$ cat config.mk
export PLATFORM = sky130hd
export DESIGN_NAME = mbisr_repair_chain_ctrl
export DESIGN_NICKNAME = d
export VERILOG_FILES = /design/src/rtl/mbisr_chain_pkg.sv /design/src/rtl/mbisr_chain_bitcnt.sv /design/src/rtl/mbisr_repair_chain_ctrl.sv
export SDC_FILE = /design/constraint.sdc
export NUM_CORES = 1
export LEC_CHECK = 0
export ABC_AREA = 1
export CAP_MARGIN = 20
export CORE_AREA = 2 2 40 79
export DETAILED_ROUTE_END_ITERATION = 6
export DIE_AREA = 0 0 42 81
export MAX_ROUTING_LAYER = met4
export PLACE_DENSITY = 0.83
export SLEW_MARGIN = 20
export SYNTH_ARGS = -nofsm -noshare
export SYNTH_HDL_FRONTEND = slang
export SYNTH_SLANG_ARGS = --single-unit
$ cat constraint.sdc
create_clock -name CLK -period 7.13 [get_ports CLK]
set_clock_uncertainty 0.1 [all_clocks]
set_input_delay 0.713 -clock CLK [delete_from_list [all_inputs] [get_ports CLK]]
set_output_delay 0.713 -clock CLK [all_outputs]
set_load 0.05 [all_outputs]
$ cat src/rtl/mbisr_chain_pkg.sv
// Shared types and helpers for the MBISR repair-chain controller.
// The RECIRC option is selected in the top file with MBISR_CHAIN_RECIRC_EN.
package mbisr_chain_pkg;

   typedef enum logic [2:0] {
      IDLE,
      SETUP,
      CAPTURE,
      SHIFT,
      DONE
   } state_e;

   localparam logic MODE_UNLOAD = 1'b0;
   localparam logic MODE_LOAD   = 1'b1;

   function automatic int unsigned popcount(input logic [31:0] v);
      int unsigned n;
      n = 0;
      for (int i = 0; i < 32; i++) begin
         n = n + 32'(v[i]);
      end
      return n;
   endfunction

endpackage

$ cat src/rtl/mbisr_chain_bitcnt.sv
// Loadable bit down-counter: holds the remaining chain length of the
// current operation and flags the final and the exhausted count.
module mbisr_chain_bitcnt #(
   parameter int CNT_W = 7
) (
   input  logic             CLK,
   input  logic             RSTB,
   input  logic             load,
   input  logic [CNT_W-1:0] load_val,
   input  logic             dec,
   output logic             last,
   output logic             zero
);

   logic [CNT_W-1:0] cnt;

   always_ff @(posedge CLK or negedge RSTB) begin
      if (!RSTB) begin
         cnt <= '0;
      end else if (load) begin
         cnt <= load_val;
      end else if (dec && (cnt != '0)) begin
         cnt <= cnt - 1'b1;
      end
   end

   assign last = (cnt == CNT_W'(1));
   assign zero = (cnt == '0);

endmodule

$ cat src/rtl/mbisr_repair_chain_ctrl.sv
// Sequences capture/unload and serial load of an MBISR repair-register chain.
// Define MBISR_CHAIN_RECIRC_EN to recirculate SO into SI during unload.
module mbisr_repair_chain_ctrl
   import mbisr_chain_pkg::*;
#(
   parameter int NUM_SEG = 4,
   parameter int SEG_W   = 22,
   parameter int CNT_W   = $clog2(NUM_SEG*SEG_W+1)
) (
   input  logic               CLK,
   input  logic               RSTB,
   input  logic               start,
   input  logic               mode,
   input  logic [NUM_SEG-1:0] seg_en,
   output logic               busy,
   output logic               done,
   output logic               err,
   output logic               chain_se,
   output logic               chain_clk_en,
   output logic [NUM_SEG-1:0] chain_msel,
   output logic               chain_si,
   input  logic               chain_so,
   input  logic               in_valid,
   output logic               in_ready,
   input  logic               in_data,
   output logic               out_valid,
   input  logic               out_ready,
   output logic               out_data,
   output state_e             dbg_state
);

   state_e             state;
   logic               mode_q;
   logic [NUM_SEG-1:0] seg_en_q;
   logic               xfer;
   logic               cnt_last;
   logic               cnt_zero;
   logic [CNT_W-1:0]   len;

   // A bit moves only on valid && ready; ready/valid are raised only in SHIFT,
   // so a missing partner simply gates the chain clock and freezes the chain.
   assign xfer         = (in_valid & in_ready) | (out_valid & out_ready);
   assign chain_clk_en = (state == CAPTURE) | xfer;
   assign out_data     = out_valid & chain_so;
`ifdef MBISR_CHAIN_RECIRC_EN
   assign chain_si     = in_ready ? in_data : (out_valid & chain_so);
`else
   assign chain_si     = in_ready & in_data;
`endif
   assign len          = CNT_W'(popcount(32'(seg_en_q)) * SEG_W);
   assign dbg_state    = state;

   mbisr_chain_bitcnt #(
      .CNT_W (CNT_W)
   ) u_bitcnt (
      .CLK      (CLK),
      .RSTB     (RSTB),
      .load     (state == SETUP),
      .load_val (len),
      .dec      (xfer),
      .last     (cnt_last),
      .zero     (cnt_zero)
   );

   always_ff @(posedge CLK or negedge RSTB) begin
      if (!RSTB) begin
         state      <= IDLE;
         mode_q     <= MODE_UNLOAD;
         seg_en_q   <= '0;
         busy       <= 1'b0;
         done       <= 1'b0;
         err        <= 1'b0;
         chain_se   <= 1'b1;
         chain_msel <= '1;
         in_ready   <= 1'b0;
         out_valid  <= 1'b0;
      end else begin
         done <= 1'b0;
         err  <= 1'b0;
         case (state)
            IDLE: begin
               if (start) begin
                  if (seg_en == '0) begin
                     err <= 1'b1;
                  end else begin
                     mode_q     <= mode;
                     seg_en_q   <= seg_en;
                     chain_msel <= ~seg_en;
                     busy       <= 1'b1;
                     state      <= SETUP;
                  end
               end
            end
            SETUP: begin
               if (mode_q == MODE_LOAD) begin
                  in_ready <= 1'b1;
                  state    <= SHIFT;
               end else begin
                  chain_se <= 1'b0;
                  state    <= CAPTURE;
               end
            end
            CAPTURE: begin
               chain_se  <= 1'b1;
               out_valid <= 1'b1;
               state     <= SHIFT;
            end
            SHIFT: begin
               // cnt_zero is a guard only; the count is never empty here.
               if ((xfer && cnt_last) || cnt_zero) begin
                  in_ready  <= 1'b0;
                  out_valid <= 1'b0;
                  done      <= 1'b1;
                  state     <= DONE;
               end
            end
            DONE: begin
               busy  <= 1'b0;
               state <= IDLE;
            end
            default: state <= IDLE;
         endcase
      end
   end

endmodule
==> flow_metrics.env, run 1 <==
export IMPL_netlist_area_um2=1530
export IMPL_portBuffers=27
export IMPL_detail_route_iter0_violations=16
export IMPL_die_x_um=42
export IMPL_via_per_inst=5.19
export IMPL_sw_frac_of_total_pct=50.9
export IMPL_syn_area_per_cell_um2=8.65
export IMPL_cts_buffers=3
export IMPL_start_kind="primary input"
export IMPL_area_delta_synth_final_pct=21.2
export IMPL_vdd_drop_max_mv=0.297
export IMPL_routedWlPerCell_um=12.0
export IMPL_pwr_share_comb_pct=63.9
export IMPL_clk_latency_ns=0.27
export IMPL_ys_warn_count=0
export IMPL_rsz0062_at_grt="false"
export IMPL_synth_area_mux_share_pct=0
export IMPL_wl_met2_mm=1.50
export IMPL_async_flop_share_pct=100
export IMPL_synth_edff_count=0
export IMPL_path_clk_slew_ns=0.09
export IMPL_synth_compound_area_share_pct=8.91
export IMPL_worstPathRequired_ns=6.32
export IMPL_cts_setup_buffers=0
export IMPL_synth_seq_area_share_pct=41.3
export IMPL_synth_nets=202
export IMPL_final_common_cell="nand2_1"
export IMPL_fin_crit_sh_pct=40.8
export IMPL_grt_overflow=0
export IMPL_wl_met3_um=115
export IMPL_antenna_found_initial=0
export IMPL_power_frac_seq_pct=27.1
export IMPL_p_leak_nw=0.908
export IMPL_setup_viol=0
export IMPL_max_freq_mhz=344
export IMPL_drtAntennaViolNets=0
export IMPL_cts_tree="yes"
export IMPL_n_antenna_cell=0
export IMPL_status="finished, final reports clean"
export IMPL_hold_path_class="primary input to async pin"
export IMPL_grt_pass1_wl_mm=5.09
export IMPL_internal_power_w=0.000477
export IMPL_finalPower_w=0.000971
export IMPL_layout_drive_gt1_share_pct=16.1
export IMPL_cts_sinks=25
export IMPL_yosys_area_top_type_share_pct=32.7
export IMPL_std_cell_rows=28
export IMPL_maxCapViolCount=0
export IMPL_root_buffer="clkbuf_8"
export IMPL_start_util_pct=54.0
export IMPL_drc=0
export IMPL_synthAdderAreaFrac_pct=12.6
export IMPL_cts_path_max_buffers=2
export IMPL_p_sw_w=0.000495
export IMPL_finalHoldViolCount=0
export IMPL_synthCells=177
export IMPL_yosysTopAreaCell="dfrtp_1"
export IMPL_vias=1220
export IMPL_worst_pin_slew_ns=0.574
export IMPL_die_area_um2=3400
export IMPL_tns_ns=0
export IMPL_ys_ff_latch=25
export IMPL_gp_congestion=0.883
export IMPL_cts_resized=0
export IMPL_io_pins=28
export IMPL_synthXorXnorAreaFrac_pct=2.29
export IMPL_dp_hpwl_mm=2.25
export IMPL_maxSlewViolCount=0
export IMPL_ys_flop_type="dfrtp_1"
export IMPL_hold_buffers=0
export IMPL_track_usage_pct=19.7
export IMPL_period_minus_slack_ns=2.91
export IMPL_netlist_top_cells_area="dfrtp_1 (33%), nand2_1 (12%), dfstp_2 (8.6%)"
export IMPL_powerDensity_nw_per_um2=523
export IMPL_synth_cell_type_count=30
export IMPL_clkPwrFrac_pct=9.0
export IMPL_cp_end_kind="output port"
export IMPL_max_slew_margin_pct=61.8
export IMPL_grt_max_degree=26
export IMPL_nets=231
export IMPL_grt_pass1_vias=1190
export IMPL_drt_pass1_iterations=4
export IMPL_cp_arrival_ns=2.09
export IMPL_synth_top_family_by_area="simple AND/OR/NAND/NOR gates"
export IMPL_synthSimpleGateAreaFrac_pct=27.1
export IMPL_dieHeight_um=81
export IMPL_h_tree_depth=1
export IMPL_dr_max_layer_used="met4"
export IMPL_crit_fanout=2
export IMPL_crit_type="primary input to output port"
export IMPL_routedLengthMet1_mm=1.17
export IMPL_core_area_um2=2840
export IMPL_final_cell_mix="nand2_1 (50), clkdlybuf4s50_1 (26), dfrtp_1 (20), inv_1 (18)"
export IMPL_wl_mm=2.82
path summary, 6_finish.rpt:
path / from / end / slack (ns) / depth (start not counted)
min in group CLK: chain_se$_DFFE_PN1P_ / chain_se$_DFFE_PN1P_ / 0.37 / 2
hold reg to reg: chain_se$_DFFE_PN1P_ / chain_se$_DFFE_PN1P_ / 0.37 / 2
setup / recovery: in_valid / chain_clk_en / 4.22 / 4
setup reg to reg: seg_en_q[0]$_DFFE_PN0P_ / u_bitcnt.cnt[5]$_DFFE_PN0P_ / 4.28 / 11
hold / removal: RSTB / u_bitcnt.cnt[3]$_DFFE_PN0P_ / 0.32 / 1
max in group asynchronous: RSTB / chain_msel[2]$_DFFE_PN1P_ / 6.23 / 1
Yosys cell counts, types with 2 or more instances:
master   number
o21ai_0       5
nand3_2       2
fa_1          4
ha_1          9
nand3_1      11
nor2_1       11
o21ai_2       4
inv_1        18
buf_4         2
nand2_1      50
dfstp_2       5
nor2_4        2
xnor2_1       3
o21ai_1       6
nand2_4       3
a21oi_2       3
dfrtp_1      20
nand4_1       2
inv_2         6
flip-flops by register name, summed over array words and instances, names as in the netlist:
register,cells
busy,1
chain_msel,4
chain_se,1
dbg_state,3
done,1
err,1
in_ready,1
mode_q,1
out_valid,1
seg_en_q,4
u_bitcnt.cnt,7
metrics by stage:
| step | setup WS, ns | instance area [um^2] | hold WS [ns] | instances | util, % |
|---|---|---|---|---|---|
| CTS | 4.22 | 1860 | 0.342 | 235 | 65.4 |
| finish | 4.22 | 1860 | 0.322 | 235 | 65.4 |
| detailed placement | 4.22 | 1810 | 0.359 | 231 | 63.7 |
| global placement | 4.22 | 1810 | 0.347 | 231 | 63.9 |
| floorplan | 4.47 | 1530 | 0.317 | 177 | - |
| global route | 4.15 | 1860 | 0.378 | 235 | 65.4 |
metal layers:
| metal | up-vias | track usage [%] |
|---|---|---|
| met3 | 4 | 2.00 |
| met1 | 570 | 23.1 |
| met2 | 32 | 34.1 |
| met4 | 0 | 7.74 |
| met5 | - | - |
| li1 | 614 | - |
cell families after synthesis:
family	Yosys count
adders and majority gates	13
AOI/OAI and AO/OA	21
xor gates and xnor gates	4
DFF	25
and+or+nand+nor	86
buffers and inverters	28
layout make-up:
class	count	area, um^2
flip-flops and latches	25	632
repair buffers	27	265
clock buffers	3	41.3
multi-input cells	124	779
fillers	227	981
inverters	25	93.8
clock inverters	1	7.51
well taps	30	37.5
critical path: stages:
cell and delay (ns):
clkdlybuf4s50_1 0.45, nand2_1 0.06, nand3_1 0.08, clkdlybuf4s50_1 0.79
power groups by stage:
stage	registers (W)	logic, W	clock network (W)
2_1_floorplan	0.000354	0.000396	0
3_3_place_gp	0.000263	0.000604	0
3_5_place_dp	0.000266	0.000627	0
4_1_cts	0.000264	0.000629	0.0000884
5_1_grt	0.000272	0.000699	0.0000937
6_report	0.000263	0.000621	0.0000876
No activity file was read; power rests on OpenSTA's default activity.
==> run 2: changes to the inputs <==
--- a/config.mk
+++ b/config.mk
@@ -7,11 +7,11 @@
 export LEC_CHECK = 0
 export ABC_AREA = 1
 export CAP_MARGIN = 20
-export CORE_AREA = 2 2 40 79
+export CORE_AREA = 2 2 42 82
 export DETAILED_ROUTE_END_ITERATION = 6
-export DIE_AREA = 0 0 42 81
+export DIE_AREA = 0 0 44 84
 export MAX_ROUTING_LAYER = met4
-export PLACE_DENSITY = 0.83
+export PLACE_DENSITY = 0.76
 export SLEW_MARGIN = 20
 export SYNTH_ARGS = -nofsm -noshare
 export SYNTH_HDL_FRONTEND = slang
==> constraint.sdc (replaced) <==
create_clock -name CLK -period 2.75 [get_ports CLK]
set_clock_uncertainty 0.1 [all_clocks]
set_input_delay 0.275 -clock CLK [delete_from_list [all_inputs] [get_ports CLK]]
set_output_delay 0.275 -clock CLK [all_outputs]
set_load 0.05 [all_outputs]
==> run 2 against run 1 <==
Worst hold slack worse by 0.071 ns. Critical path depth is 6 higher. Sequential cell count stayed put. Wire length is 20% higher. Critical path type is now flop to flop.
==> flow_metrics.env, run 2 (synthesis results as in run 1) <==
export IMPL_status="finished, final reports clean"
export IMPL_fin_area_um2=1970
export IMPL_maxCapViolCount=0
export IMPL_rsz0062_at_grt="true"
export IMPL_largest_register_ffs=7
export IMPL_setup_viol=0
export IMPL_drt_pass1_iterations=4
export IMPL_layout_drive_gt1_share_pct=22.4
export IMPL_hold_path_class="primary input to async pin"
export IMPL_dieHeight_um=84
export IMPL_p_leak_nw=0.936
export IMPL_portBuffers=27
export IMPL_cts_sinks=25
export IMPL_layoutNonFillerInstCount=241
export IMPL_start_kind="flop"
export IMPL_top_regs="u_bitcnt.cnt x7, chain_msel x4, seg_en_q x4"
export IMPL_wl_mm=3.38
export IMPL_crit_top_cell="ha_4"
export IMPL_vdd_drop_max_mv=0.852
export IMPL_final_common_cell="nand2_1"
export IMPL_worstPathRequired_ns=2.82
export IMPL_critPathSlowestCell="fa_1"
export IMPL_grt_pass1_vias=1332
export IMPL_vias=1276
export IMPL_path_clk_slew_ns=0.09
export IMPL_gp_congestion=0.750
export IMPL_start_util_pct=49.1
export IMPL_cpPeakStageDelay_ns=0.53
export IMPL_maxSlewViolCount=0
export IMPL_hold_slack_ns=0.252
export IMPL_cts_buffers=3
export IMPL_cp_arrival_ns=2.80
export IMPL_cts_path_max_buffers=2
export IMPL_final_cell_mix="nand2_1 (50), clkdlybuf4s50_1 (27), dfrtp_1 (20), inv_1 (16), nor2_1 (11)"
export IMPL_dpl_cell_area_um2=1840
export IMPL_n_antenna_cell=0
export IMPL_area_delta_synth_final_pct=28.8
export IMPL_crit_buf_inv=1
export IMPL_grt_overflow=0
export IMPL_die_area_um2=3700
export IMPL_finalPower_w=0.00287
export IMPL_placedCellCount=235
export IMPL_path_delay_family="adder cells"
export IMPL_regArea_um2=632
export IMPL_max_slew_margin_pct=66.0
export IMPL_cp_end_kind="flop"
export IMPL_grt_max_degree=26
export IMPL_nets=236
export IMPL_dp_hpwl_mm=2.50
export IMPL_grt_pass1_wl_mm=5.71
export IMPL_clk_latency_ns=0.28
export IMPL_max_freq_mhz=366
export IMPL_io_pins=28
export IMPL_post_place_ws_ns=0.0133
export IMPL_h_tree_depth=1
export IMPL_fin_ws_ns=0.0201
export IMPL_finalHoldViolCount=0
export IMPL_crit_type="flop to flop"
export IMPL_via_per_inst=5.29
export IMPL_path_cells="fa_1, ha_4, ha_4, ha_4, ha_4, inv_2, fa_2, nand2_1, o21ai_1, a21oi_2"
export IMPL_drc=0
export IMPL_fillerInstances=260
export IMPL_top_register="u_bitcnt.cnt"
export IMPL_core_area_um2=3120
export IMPL_cts_tree="yes"
export IMPL_powerDensity_nw_per_um2=1450
export IMPL_antenna_found_initial=0
export IMPL_multi_input_area_um2=847
export IMPL_root_buffer="clkbuf_8"
export IMPL_std_cell_rows=29
export IMPL_track_usage_pct=20.9
export IMPL_detail_route_iter0_violations=40
export IMPL_period_minus_slack_ns=2.73
export IMPL_worst_pin_slew_ns=0.509
export IMPL_die_x_um=44
export IMPL_crit_fanout=3
export IMPL_routedWlPerCell_um=14.0
export IMPL_drtAntennaViolNets=0
export IMPL_fin_crit_sh_pct=99.3
[run 2: path summary, 6_finish.rpt]
path / startpoint / end / slack, ns / cells past startpoint
worst max register to register: seg_en_q[3]$_DFFE_PN0P_ / u_bitcnt.cnt[4]$_DFFE_PN0P_ / 0.02 / 10
min in group CLK: chain_se$_DFFE_PN1P_ / chain_se$_DFFE_PN1P_ / 0.37 / 2
max in group asynchronous: RSTB / chain_msel[2]$_DFFE_PN1P_ / 2.00 / 2
worst max-delay path: seg_en_q[3]$_DFFE_PN0P_ / u_bitcnt.cnt[4]$_DFFE_PN0P_ / 0.02 / 10
worst min register to register: chain_se$_DFFE_PN1P_ / chain_se$_DFFE_PN1P_ / 0.37 / 2
worst min-delay path: RSTB / out_valid$_DFFE_PN0P_ / 0.25 / 2
[run 2: metal layers]
layer | share of wire (%) | track usage [%]
met1 | 37 | 21.5
met5 | 0 | -
met3 | 3.3 | 2.81
met2 | 54 | 34.2
met4 | 5.9 | 15.4
[run 2: per-stage QoR]
stage | utilization (%) | TNS, ns
floorplan | - | 0
global placement | 58.9 | 0
detailed placement | 58.9 | 0
CTS | 60.9 | 0
global route | 63.2 | -0.110
finish | 63.2 | 0
[run 2: worst reg2reg max path, stage by stage, from the launching register on]
cell and delay, ns:
dfrtp_1 0.41, fa_1 0.53, ha_4 0.20, ha_4 0.29, ha_4 0.15, ha_4 0.15, inv_2 0.04, fa_2 0.53
nand2_1 0.05, o21ai_1 0.10, a21oi_2 0.07
[run 2: timing repair]
action	4_1_cts	5_1_grt
endpoints found under the setup margin	2	2
hold endpoints to repair	0	0
hold buffers	0	0
pin swaps	1	8
gates cloned	0	0
resized for setup	2	12
setup buffers	0	2
[run 2: layout make-up]
type	instances	area share, %
Sequential cell	25	32.0
Clock inverter	1	0.381
Multi-Input combinational cell	124	43.0
Tap cell	31	1.97
Timing Repair Buffer	32	15.8
Inverter	25	4.76
Clock buffer	3	2.09
[run 2: power breakdown]
| part | leakage [nW] | internal, W | total, W | switching (W) |
|---|---|---|---|---|
| clock | 0.0217 | 0.000103 | 0.000232 | 0.000129 |
| sequential | 0.298 | 0.000548 | 0.000685 | 0.000137 |
| combinational | 0.616 | 0.000783 | 0.00195 | 0.00117 |
